`src/rtl/reflet_int_ctrl.sv`:
```
// Four-line nested interrupt controller: masks level lines, raises one request
// at a time to the CPU and tracks in-service handlers for nesting.
module reflet_int_ctrl #(
    parameter int                        wordsize       = 16,
    parameter int                        base_addr_size = 16,
    parameter logic [base_addr_size-1:0] base_addr      = 16'hFF10
) (
    input  logic                      clk,
    input  logic                      reset,
    input  logic                      enable,
    input  logic [base_addr_size-1:0] addr,
    input  logic                      write_en,
    input  logic [wordsize-1:0]       data_in,
    output logic [wordsize-1:0]       data_out,
    input  logic [3:0]                int_lines,
    output logic                      int_req,
    output logic [1:0]                int_num,
    input  logic                      int_ack,
    input  logic                      int_ret
);

    typedef enum logic {
        ST_IDLE = 1'b0,
        ST_REQ  = 1'b1
    } state_t;

    state_t                    state_q, state_d;
    logic [3:0]                mask_q, mask_d;
    logic [3:0]                isr_q, isr_d;
    logic [1:0]                int_num_q, int_num_d;
    logic                      ret_err_q, ret_err_d;

    logic [base_addr_size-1:0] offset_s;
    logic                      sel_s;
    logic                      reg_idx_s;
    logic                      wr_s;
    logic [3:0]                pending_s;
    logic [3:0]                above_isr_s;
    logic                      req_ok_s;
    logic                      line_live_s;
    logic                      unused_s;

    function automatic logic [3:0] lowest_onehot(input logic [3:0] v);
        return v & (~v + 4'd1);
    endfunction

    function automatic logic [1:0] lowest_idx(input logic [3:0] v);
        logic [1:0] idx;
        casez (v)
            4'b???1: idx = 2'd0;
            4'b??10: idx = 2'd1;
            4'b?100: idx = 2'd2;
            4'b1000: idx = 2'd3;
            default: idx = 2'd0;
        endcase
        return idx;
    endfunction

    assign offset_s  = addr - base_addr;
    assign sel_s     = enable && (addr >= base_addr) && (offset_s[base_addr_size-1:1] == '0);
    assign reg_idx_s = offset_s[0];
    assign wr_s      = sel_s && write_en;

    // With ISR empty, lowest_onehot is 0 and the decrement opens every line.
    assign pending_s   = int_lines & mask_q & ~isr_q;
    assign above_isr_s = lowest_onehot(isr_q) - 4'd1;
    assign req_ok_s    = (pending_s & above_isr_s) != 4'b0000;
    assign line_live_s = int_lines[int_num_q] && mask_q[int_num_q];

    assign int_req  = (state_q == ST_REQ);
    assign int_num  = int_num_q;
    assign unused_s = ^{data_in[wordsize-1:8], data_in[6:4]};

    // Next-state: bus writes, handler return, request FSM.
    always_comb begin
        state_d   = state_q;
        mask_d    = mask_q;
        isr_d     = isr_q;
        int_num_d = int_num_q;
        ret_err_d = ret_err_q;

        if (wr_s && !reg_idx_s) begin
            mask_d = data_in[3:0];
        end else begin
            mask_d = mask_q;
        end

        if (wr_s && reg_idx_s && data_in[7]) begin
            ret_err_d = 1'b0;
        end else begin
            ret_err_d = ret_err_q;
        end

        // Return is applied to the old ISR before any acked bit is merged in.
        if (int_ret) begin
            if (isr_q != 4'b0000) begin
                isr_d = isr_q & ~lowest_onehot(isr_q);
            end else begin
                ret_err_d = 1'b1;
            end
        end else begin
            isr_d = isr_q;
        end

        case (state_q)
            ST_IDLE: begin
                if (req_ok_s) begin
                    state_d   = ST_REQ;
                    int_num_d = lowest_idx(pending_s);
                end else begin
                    state_d = ST_IDLE;
                end
            end
            ST_REQ: begin
                if (int_ack) begin
                    state_d = ST_IDLE;
                    isr_d   = isr_d | (4'b0001 << int_num_q);
                end else if (!line_live_s) begin
                    state_d = ST_IDLE;
                end else begin
                    state_d = ST_REQ;
                end
            end
            default: state_d = ST_IDLE;
        endcase
    end

    // State registers with asynchronous active-low reset.
    always_ff @(posedge clk or negedge reset) begin
        if (!reset) begin
            state_q   <= ST_IDLE;
            mask_q    <= 4'b0000;
            isr_q     <= 4'b0000;
            int_num_q <= 2'd0;
            ret_err_q <= 1'b0;
        end else begin
            state_q   <= state_d;
            mask_q    <= mask_d;
            isr_q     <= isr_d;
            int_num_q <= int_num_d;
            ret_err_q <= ret_err_d;
        end
    end

    // Combinational bus read mux, zero when not selected.
    always_comb begin
        data_out = {wordsize{1'b0}};
        if (sel_s) begin
            if (reg_idx_s) begin
                data_out[7:0] = {ret_err_q, int_req, int_num_q, isr_q};
            end else begin
                data_out[3:0] = mask_q;
            end
        end else begin
            data_out = {wordsize{1'b0}};
        end
    end

endmodule

```
`config.mk`:
```
export PLATFORM = sky130hd
export DESIGN_NAME = reflet_int_ctrl
export DESIGN_NICKNAME = d
export VERILOG_FILES = /design/src/rtl/reflet_int_ctrl.sv
export SDC_FILE = /design/constraint.sdc
export NUM_CORES = 1
export LEC_CHECK = 0
export BUFFER_PORTS_ARGS = -buffer_cell sky130_fd_sc_hd__buf_2
export CAP_MARGIN = 5
export CORE_MARGIN = 10
export CORE_UTILIZATION = 40
export DETAILED_ROUTE_END_ITERATION = 8
export HOLD_SLACK_MARGIN = 0.12
export PLACE_DENSITY = 0.79
export RECOVER_POWER = 50
export SETUP_SLACK_MARGIN = 0.1
export SYNTH_ARGS = -nofsm -noshare
export SYNTH_HDL_FRONTEND = slang
export SYNTH_SLANG_ARGS = --single-unit
```
`constraint.sdc`:
```
create_clock -name clk -period 1.5 [get_ports clk]
set_input_delay 0.15 -clock clk [delete_from_list [all_inputs] [get_ports clk]]
set_output_delay 0.15 -clock clk [all_outputs]
set_load 0.01 [all_outputs]
```
==> reports/summary.txt <==
TritonRoute pass-1 iters = 4
switching power = 164 µW
outcome = finished, final reports clean
CP arrival = 1.21 ns
worst hold slack = 0.160 ns
GR Util met3 = 3.90%
met2 Usage GRT = 22.6%
Reg2Reg Setup Slack = 0.16 ns
CP delay by family, top = simple AND/OR/NAND/NOR gates
placed inst area = 1060 µm²
most used cell, CP = buf_6
Worst setup SP type = input pin
Syn Inst Count = 88
Crit. Startpoint = addr[4]
Combinational Power Share = 15.1%
FF+latch area = 302 µm²
Final TNS setup = 0 ns
share of post-route cells with drive strength above 1 = 45.1%
setup violators final = 0
CP Class = input pin to primary output
CP max stage delay = 0.25 ns
Yosys reg bits = 12
Worst Skew = 0.00155 ns
Fillers = 155
number of placed instances, taps included = 155
Final nets = 186
Pleak = 0.000673 µW
Mapped Area = 847 µm²
Least-Margin Pin Slew = 0.677 ns
relative slew slack = 54.9%
clock root buffer = clkbuf_4
HP Start = int_ack
Tmin final = 1.36 ns
All-Layer GR Usage = 11.8%
Remaining DRCs = 0
Vert. Die Dim = 66.0 µm
htree depth = 1
Post-DP HPWL = 2060 µm
port buffer count = 41
initial cell density of the core = 42.7%
GR Overflow Total = 0
EDFF count, synth = 0
IO Count = 61
TritonCTS clock tree = yes
PD cells = 557 nW/µm²
final std cells w/o fill = 169
Bufs on Longest Clock Path = 2
wire length of the first global-routing pass = 4150 µm
Post-Layout Inst Area = 1240 µm²
Antenna Diode Count = 0
top_reg_cell synth = dfrtp_1
Tcrit/Tclk final = 90.8%
Slowest-stage cell, CP = and4_4
vias in the first global route = 949
worst path cell trace = buf_6 -> inv_2 -> ha_4 -> xnor2_2 -> and4_4 -> and2_4 -> and3_4 -> buf_6
top cell type's share of synthesized area = 35.5%
Clk pwr share = 38.1%
Vias/cell = 4.96
Final ANT Viol Nets = 0
synth unique cells = 33
Seq/Total Area, Yosys = 35.5%
final hold violation count = 0
fmax = 734 MHz
core footprint = 1980 µm²
sw frac = 23.8%
met1 GRT Util = 11.8%
Reg power frac = 46.8%
Critical Path Sink Type = primary output
Clock Latency Late Sink = 0.28 ns
Worst EP required = 1.35 ns
P_int = 528 µW
synth-to-layout area growth = 46.8%
Yosys warnings = 0
Most Crowded Layer GR = met2
post-synth top area cell = dfrtp_1
RSZ-0062 raised after global routing = no
Synth async-reset ratio = 100%
Hold Crit Class = input pin to register
largest cells by area after synthesis = dfrtp_1, buf_4, mux2_4
Starting DRT DRC Count = 10
footprint of the multi-input gates = 523 µm²
Bufs and invs on worst path = 3
Slew Viols, Final = 0
largest net degree at the start of global routing = 13
Worst IR Drop VDD = 529 µV
Worst-path clk slew = 0.08 ns
CTS Buf Count = 3
Routed WL = 2660 µm
# Max-Cap Violations = 0
Die Span X = 66.0 µm
worst setup margin = 0.138 ns
reg2reg start = isr_q[3]
Die ar. = 4360 µm²
DR WL/cell = 15.7 µm
antenna violations before repair = 0
vias = 839
site row count = 16
critical path peak fanout = 4
Avg Cell Area, Syn = 9.63 µm²
Routability Congestion = 0.871
pre-CTS setup slack = -0.0264 ns
Clock Sinks = 12
==> logic make-up after synthesis <==
family,after synthesis,share of synthesized area [%]
muxes,10,14.3
DFF,12,35.5
AOI/OAI and AO/OA,14,10.9
and+or+nand+nor,35,26.1
buffers and inverters,14,10.2
other,1,0.443
xor gates and xnor gates,1,1.03
adders and majority gates,1,1.48
==> layout make-up <==
cell class | count | area share [%]
multi-input combinational | 69 | 42.1
tap | 27 | 2.72
timing repair buffer | 53 | 26.7
clock buffer | 4 | 2.92
inverter | 4 | 1.41
sequential | 12 | 24.2
==> registers in the layout, summed over array words and instances (netlist names) <==
register and count:
int_num 2, int_req 1, mask_q 4, ret_err_q 1, isr_q 4
==> metal layers <==
layer  part of all wire [%]  vias to the layer above
li1                       -                      410
met1                     37                      401
met2                     57                       26
met3                    5.0                        2
met4                   0.79                        0
met5                      0                        -
==> worst paths after layout <==
| kind | depth (start not counted) | endpoint |
|---|---|---|
| min | 3 | isr_q[2] |
| max in group asynchronous | 2 | isr_q[1] |
| max | 8 | data_out[7] |
| min in group asynchronous | 2 | mask_q[0] |
| max reg2reg | 4 | int_num[0] |
| min reg2reg | 1 | ret_err_q |
==> synthesized netlist by cell type, drive strengths merged (2+ instances only) <==
cell type   n
mux2        5
nand3       4
inv         4
nor2        7
nand2b      2
buf         9
nand2       7
nand4       2
o211ai      2
o21ai       6
mux2i       5
nand4b      2
nand3b      2
dfrtp      12
and3        5
==> metrics by stage <==
stage,utilization (%),total power (µW)
2_1_floorplan,-,377
3_3_place_gp,53.3,407
3_5_place_dp,53.3,410
4_1_cts,61.0,688
5_1_grt,62.8,720
6_report,62.8,693
==> power groups by stage <==
| stage | Sequential [µW] | Combinational, µW | Clock, µW |
|---|---|---|---|
| finish | 324 | 105 | 264 |
| detailed placement | 330 | 79.6 | 0 |
| global route | 324 | 116 | 280 |
| floorplan | 331 | 46.2 | 0 |
| CTS | 324 | 96.7 | 267 |
| global placement | 330 | 76.4 | 0 |
==> placed cells by master, fill, tap and decap left out, types with 2 or more instances in the layout <==
cell,netlist,final
buf_6,0,4
o211ai_1,2,2
clkbuf_1,1,3
nand2_1,7,7
buf_2,0,34
mux2_4,4,4
buf_4,9,6
nand2b_1,2,2
nand3b_1,2,2
mux2i_1,5,5
nand3_1,4,4
inv_1,4,2
conb_1,1,8
and3_4,0,2
dlygate4sd3_1,0,6
and3_1,5,3
nand4_1,2,2
dfrtp_1,12,11
nor2_1,6,6
o21ai_0,5,5
clkbuf_4,0,3
==> repair_timing <==
item,CTS,global route
resized for setup,9,6
buffers inserted,2,2
endpoints found under the setup margin,7,10
pin swaps,4,5
hold endpoints to repair,17,0
hold buffers,6,0
==> tightest hold or removal path: stages <==
cell	delay, ns
buf_2	0.11
nand2_1	0.08
o31ai_1	0.06
No activity file was read; power rests on OpenSTA's default activity.
